--- src/rtl/fifo_flags_if.sv ---
// fifo_flags_if: write/read handshake, data and status bundle for fifo_flags.
interface fifo_flags_if #(parameter int DWIDTH = 8, parameter int DEPTH = 8);
  logic wr_en, rd_en;
  logic [DWIDTH-1:0] din, dout;
  logic empty, full, almost_full, almost_empty, overflow, underflow;
  logic [$clog2(DEPTH):0] count;
  modport master (output wr_en, rd_en, din,
                  input dout, empty, full, almost_full, almost_empty, overflow, underflow, count);
  modport slave (input wr_en, rd_en, din,
                 output dout, empty, full, almost_full, almost_empty, overflow, underflow, count);
endinterface

--- src/rtl/fifo_flags.sv ---
// fifo_flags: synchronous FIFO with occupancy/sticky error flags.
// Define FIFO_FWFT_EN for first-word-fall-through reads; default is registered 1-cycle reads.
module fifo_flags #(
  parameter int DWIDTH = 8,
  parameter int DEPTH = 8,
  parameter int AF_LEVEL = DEPTH - 1,
  parameter int AE_LEVEL = 1
) (
  input logic clk,
  input logic rst,
  fifo_flags_if.slave f
);
  localparam int AW = $clog2(DEPTH);
  localparam int CW = AW + 1;
  logic [CW-1:0] wr_ptr_q, wr_ptr_d, rd_ptr_q, rd_ptr_d, count_q, count_d;
  logic ovf_q, ovf_d, unf_q, unf_d, wr_ok, rd_ok, empty, full;
  logic [DWIDTH-1:0] mem_q [DEPTH];
  logic [DWIDTH-1:0] mem_d [DEPTH];
  logic [DWIDTH-1:0] head;
  assign empty = count_q == '0;
  assign full = count_q == CW'(DEPTH);
  assign head = mem_q[rd_ptr_q[AW-1:0]];
  // Acceptance uses the flags registered at the start of the cycle.
  always_comb begin
    wr_ok = f.wr_en && !full;
    rd_ok = f.rd_en && !empty;
    wr_ptr_d = wr_ok ? wr_ptr_q + CW'(1) : wr_ptr_q;
    rd_ptr_d = rd_ok ? rd_ptr_q + CW'(1) : rd_ptr_q;
    count_d = count_q + CW'(wr_ok) - CW'(rd_ok);
    ovf_d = ovf_q | (f.wr_en & full);
    unf_d = unf_q | (f.rd_en & empty);
    mem_d = mem_q;
    if (wr_ok) mem_d[wr_ptr_q[AW-1:0]] = f.din;
  end
  always_ff @(posedge clk) begin
    if (rst) begin
      wr_ptr_q <= '0;
      rd_ptr_q <= '0;
      count_q <= '0;
      ovf_q <= 1'b0;
      unf_q <= 1'b0;
    end else begin
      wr_ptr_q <= wr_ptr_d;
      rd_ptr_q <= rd_ptr_d;
      count_q <= count_d;
      ovf_q <= ovf_d;
      unf_q <= unf_d;
    end
  end
  // Storage is deliberately left out of reset.
  always_ff @(posedge clk) mem_q <= mem_d;
`ifdef FIFO_FWFT_EN
  assign f.dout = empty ? '0 : head;
`else
  logic [DWIDTH-1:0] dout_q, dout_d;
  always_comb dout_d = rd_ok ? head : dout_q;
  always_ff @(posedge clk) dout_q <= rst ? '0 : dout_d;
  assign f.dout = dout_q;
`endif
  assign f.empty = empty;
  assign f.full = full;
  assign f.almost_full = count_q >= CW'(AF_LEVEL);
  assign f.almost_empty = count_q <= CW'(AE_LEVEL);
  assign f.count = count_q;
  assign f.overflow = ovf_q;
  assign f.underflow = unf_q;
endmodule

--- src/flat_wrapper.sv ---
// flat-port wrapper written by rule: the top's interface ports become plain ports
module fifo_flags_flat 
#(
  parameter int DWIDTH = 8,
  parameter int DEPTH = 8,
  parameter int AF_LEVEL = DEPTH - 1,
  parameter int AE_LEVEL = 1
)
  (clk, rst, f_wr_en, f_rd_en, f_din, f_dout, f_empty, f_full, f_almost_full, f_almost_empty, f_overflow, f_underflow, f_count);
  fifo_flags_if #(.DWIDTH(DWIDTH), .DEPTH(DEPTH)) f_i ();
  input logic clk;
  input logic rst;
  input wire logic [$bits(f_i.wr_en)-1:0] f_wr_en;
  input wire logic [$bits(f_i.rd_en)-1:0] f_rd_en;
  input wire logic [$bits(f_i.din)-1:0] f_din;
  output wire logic [$bits(f_i.dout)-1:0] f_dout;
  output wire logic [$bits(f_i.empty)-1:0] f_empty;
  output wire logic [$bits(f_i.full)-1:0] f_full;
  output wire logic [$bits(f_i.almost_full)-1:0] f_almost_full;
  output wire logic [$bits(f_i.almost_empty)-1:0] f_almost_empty;
  output wire logic [$bits(f_i.overflow)-1:0] f_overflow;
  output wire logic [$bits(f_i.underflow)-1:0] f_underflow;
  output wire logic [$bits(f_i.count)-1:0] f_count;
  assign f_i.wr_en = f_wr_en;
  assign f_i.rd_en = f_rd_en;
  assign f_i.din = f_din;
  assign f_dout = f_i.dout;
  assign f_empty = f_i.empty;
  assign f_full = f_i.full;
  assign f_almost_full = f_i.almost_full;
  assign f_almost_empty = f_i.almost_empty;
  assign f_overflow = f_i.overflow;
  assign f_underflow = f_i.underflow;
  assign f_count = f_i.count;
  fifo_flags #(.DWIDTH(DWIDTH), .DEPTH(DEPTH), .AF_LEVEL(AF_LEVEL), .AE_LEVEL(AE_LEVEL)) u_core (.clk(clk), .rst(rst), .f(f_i));
endmodule
--- config.mk ---
export PLATFORM = sky130hd
export DESIGN_NAME = fifo_flags_flat
export DESIGN_NICKNAME = d
export VERILOG_FILES = /design/src/rtl/fifo_flags_if.sv /design/src/rtl/fifo_flags.sv /design/src/flat_wrapper.sv
export SDC_FILE = /design/constraint.sdc
export NUM_CORES = 1
export LEC_CHECK = 0
export CAP_MARGIN = 0
export CORE_UTILIZATION = 57
export DETAILED_ROUTE_END_ITERATION = 7
export HOLD_SLACK_MARGIN = 0.08
export MAX_ROUTING_LAYER = met4
export PLACE_DENSITY = 0.79
export SLEW_MARGIN = 5
export SYNTH_ARGS = -nofsm -noshare
export SYNTH_HDL_FRONTEND = slang
export SYNTH_SLANG_ARGS = --single-unit
--- constraint.sdc ---
create_clock -name clk -period 5 [get_ports clk]
set_input_delay 1 -clock clk [delete_from_list [all_inputs] [get_ports clk]]
set_output_delay 1 -clock clk [all_outputs]
set_load 0.02 [all_outputs]
Word-level counts from Yosys, hierarchy flattened
Cells that the tools add are included.

Register bits: 86. Input bits: 12. Output and inout port bits: 18. Word-level logic and storage cells: 42.

$add $sub $neg: 4. Magnitude comparators: 5. Equal/unequal tests: 1. Mux-type cells: 6. Bitwise operators: 6. Reduce and logical (&&, ||, !) cells: 6.

Operator list (count): $bwmux W64 (1); $bmux W8 S3 (1); $demux W8 S3 (1); $mux W8 (3); $add A4 B1 Y4 const B (2); $ge A4 B4 Y1 const B (2); $not A3 Y4 (2); $add A4 B1 Y4 (1); $eq A4 B4 Y1 const B (1); $ge A4 B3 Y1 const B (1); $le A4 B1 Y1 const B (1); $logic_not A4 Y1 (1); $lt A4 B1 Y1 const B (1); $sub A4 B1 Y4 (1); $logic_and A1 B1 Y1 (3); $and A1 B1 Y1 (2); $logic_not A1 Y1 (2); $or A1 B1 Y1 (2).

Depth between registers and ports, before layout
Depth in word-level cells: 6. Mapped depth: 12. Depth with buffers taken out: 11.

Least setup slack after synthesis
No wires, ideal clock.

Path type: register to register. Start point: register u_core.count_q[2], in the netlist u_core.f.count[2]. End point: register u_core.count_q[2], in the netlist u_core.f.count[2]. Library setup time: 128 ps. Arrival time: 2374 ps. Required time: 4872 ps. Slack: 2499 ps. Cell stages (with the launch flop): 12. Period minus slack after synthesis: 2501 ps. Cell sequence: dfxtp_1 -> inv_1 -> ha_1 -> or3b_4 -> and2_1 -> buf_6 -> ha_1 -> inv_1 -> ha_1 -> fa_1 -> xnor2_1 -> nor2_1.

Elaborated cells between the ends (all ways): 8. Those cells by class: add/sub (2); eq/ne (1); reduce/logical (5).

RTL lines: start: declaration (line fifo_flags.sv:15) `logic [CW-1:0] wr_ptr_q, wr_ptr_d, rd_ptr_q, rd_ptr_d, count_q, count_d;`; start signal: assignment (line fifo_flags.sv:45) `count_q <= count_d;`; $logic_not A4 Y1 (line fifo_flags.sv:20) `assign empty = count_q == '0;`; $logic_not A1 Y1 (line fifo_flags.sv:26) `rd_ok = f.rd_en && !empty;`; $logic_and A1 B1 Y1 (line fifo_flags.sv:26); named net u_core.rd_ok (line fifo_flags.sv:16) `logic ovf_q, ovf_d, unf_q, unf_d, wr_ok, rd_ok, empty, full;`; $sub A4 B1 Y4 (line fifo_flags.sv:29) `count_d = count_q + CW'(wr_ok) - CW'(rd_ok);`.

The timed path passes the listed nets, and every way through them passes these cells. A chain may end at the register's enable or synchronous reset.

Worst setup path in the final report
Start point: register u_core.count_q[2], in the netlist u_core.f.count[2]. End point: output port f_full.

Cells in the longest elaborated chain, start to end: 1.

RTL lines: $eq A4 B4 Y1 (line fifo_flags.sv:21) `assign full = count_q == CW'(DEPTH);`; end: declaration (line flat_wrapper.sv:18) `output wire logic [$bits(f_i.full)-1:0] f_full;`.

Every way passes these cells.

==> results.cfg <==
[status]
status = finished, final reports clean

[cts]
cts.repair.resized = 0
clock_path_buffers = 2
cts_root_buf = clkbuf_8
h-tree-depth = 3
tritoncts = done
clk_pin_slew_worst_paths_ps = 80
cts-buffers-inserted = 9
cts_hold_buf = 0
clock_latency_ps = 340
cts_setup_buffers = 0
cts_sinks = 84

[synth]
synthTopCellsByArea = edfxtp_1 57%, dfxtp_1 12%, mux2i_1 10%
async_reset_ff_share_pct = 0
synth-seq-cells = 84
syn_avg_cell_area_um2 = 15.2
synth_top_area_share_pct = 56.7
yosysWarnings = 0
synth-edff-count = 64
synth_top_cell_by_area = edfxtp_1
postSynthCellCount = 223
synth-main-ff-cell = edfxtp_1
seq_area_frac_synth_pct = 68.6
syn-cell-area_mm2 = 0.00339
syn-num-nets = 246
synth_cell_types = 28

[place]
gp_congestion = 0.778
hpwlAfterDp_um = 3800
port-buffer-count = 29
dp_cells = 313

[die]
die_y_um = 79.1
start_util_pct = 60.4
dieArea_mm2 = 0.00625
coreArea_mm2 = 0.00561
rows = 27
dieWidth_um = 79.1
io_pins = 30

[critical_path]
crit_type = reg -> out
reg2reg_slack_ps = 2400
ff2ff_path_depth = 10
cpPeakStageDelay_ps = 600
startpoint = u_core.f.count[2]
path_max_fanout = 4
timing.rr.start = u_core.f.count[2]
worstPathRequired_ps = 4000
slowest_stage = clkdlybuf4s50_1
cp.arrival_ps = 2120
cpMostUsedCell = inv_1
worstSetupStartpointType = flip-flop
endpoint_kind = output pin
crit_chain = inv_1 -> ha_1 -> or3b_2 -> inv_1 -> clkdlybuf4s50_1

[sta]
tightest_slew_ps = 1060
min_period_ps = 3120
finalSetupViolations = 0
rsz0062_at_grt = no
relSlewSlack_pct = 29.0
fin_skew_ps = 10.0
max_freq_mhz = 321
hold_viol_final = 0
setup_tns_ps = 0
maxSlewViolCount = 0
finalCritPeriodShare_pct = 62.3

[layout]
instances_no_fill = 329
final_util_pct = 69.3
drive_gt1_share_pct = 6.61
insertedDiodeCount = 0
nets = 275
syn_to_final_growth_pct = 14.8

[routing]
first_pass_iters = 4
ant_nets = 0
wl_per_cell_um = 18.4
post-route-drc-count = 0
drt-initial-drc-count = 153
routed_wl_um = 6050
vias_per_cell = 5.71
vias = 1880

[global_routing]
grt_pass1_wl_um = 9650
antenna_found_initial = 0
grt_pass1_vias = 1950
grt_usage_pct = 22.6
grt-ovfl-total = 0
grt_max_degree = 35

[worst_hold_path]
min_path_type = reg -> reg
worstHoldStart = u_core.f.dout[5]
whs_path_depth = 1

[power]
powerDensity_mw_per_mm2 = 496
fin_total_pwr_mw = 1.93
peakVddDrop_mv = 0.348
leakagePower_nw = 1.34

[job]
cap_violations = 0
[critical path, delay by kind of cell (launching register included)]
| family | cells | cell delay [ps] |
|---|---|---|
| simple gates | 1 | 470 |
| flops | 1 | 330 |
| buf+inv | 3 | 820 |
| fa+ha+maj | 1 | 150 |
[where the power goes]
group          switching [mW]  total (mW)  internal (mW)
clock                   0.222       0.448          0.226
combinational           0.271       0.558          0.287
sequential             0.0971       0.923          0.826
[routing by layer]
layer	vias to the layer above	global-route usage (%)	wire length (um)
met5	-	-	0
met4	0	12.4	55
met3	6	4.37	355
met2	50	36.1	3030
met1	929	27.2	2600
li1	895	-	-
[per-stage QoR]
step | hold slack, ps | cell area [um^2] | setup slack (ps)
6_report | 475 | 3890 | 1880
3_3_place_gp | 449 | 3710 | 1890
3_5_place_dp | 461 | 3710 | 1900
4_1_cts | 478 | 3890 | 1870
5_1_grt | 496 | 3890 | 1760
2_1_floorplan | 475 | 3390 | 2500
[cell usage after synthesis, types with 3 or more instances]
library cell and instances:
edfxtp_1 64, mux2i_1 34, buf_2 3, nor2_1 16, clkbuf_1 3, and2_1 3, a21oi_1 6, a32o_1 8
inv_1 8, nand3_1 3, nand2b_1 4, nand2_1 3, nor2b_1 4, xnor2_1 3, a22oi_1 16, dfxtp_1 20
ha_1 10
[worst paths after layout]
kind                            end
hold / removal     u_core.f.dout[5]
setup reg to reg  u_core.f.count[2]
setup / recovery             f_full
hold reg to reg    u_core.f.dout[5]
[cells in the final DEF (no fill, tap or decap), types with 2 or more instances in the layout]
| cell | netlist | final |
|---|---|---|
| edfxtp_1 | 64 | 64 |
| mux2i_1 | 34 | 34 |
| clkdlybuf4s50_1 | 0 | 29 |
| dfxtp_1 | 20 | 19 |
| nor2_1 | 16 | 16 |
| a22oi_1 | 16 | 16 |
| ha_1 | 10 | 10 |
| clkbuf_8 | 0 | 9 |
| inv_1 | 8 | 8 |
| a32o_1 | 8 | 8 |
| a21oi_1 | 6 | 6 |
| nand2b_1 | 4 | 4 |
| nor2b_1 | 4 | 4 |
| and2_1 | 3 | 3 |
| nand2_1 | 3 | 3 |
| nand3_1 | 3 | 3 |
| xnor2_1 | 3 | 3 |
| clkinv_1 | 0 | 3 |
| nor3_1 | 2 | 2 |
| xor2_1 | 2 | 2 |
[state kept, by name, summed over array words and instances (netlist names)]
signal	flops
u_core.mem_q	64
u_core.wr_ptr_q	3
u_core.f.underflow	1
u_core.rd_ptr_q	3
u_core.f.overflow	1
u_core.f.dout	8
u_core.f.count	4
[logic make-up (layout without fill, tap and decap cells)]
family	Yosys count	in the layout	synth area share, %
DFF	84	84	68.6
muxes	34	34	10.0
AOI/OAI and AO/OA	31	31	7.02
buffers and inverters	19	53	2.73
adders and majority gates	11	11	4.29
xor gates and xnor gates	5	5	1.29
and+or+nand+nor	39	39	6.06
[area by class of cell]
type	count	area [um^2]
fill	405	1720
inverter	8	30.0
timing repair buffer	29	290
clock inverter	6	55.1
sequential	84	2320
multi-input combinational	120	972
clock buffer	10	128
tap	72	90.1
(Power assumes the default switching activity.)
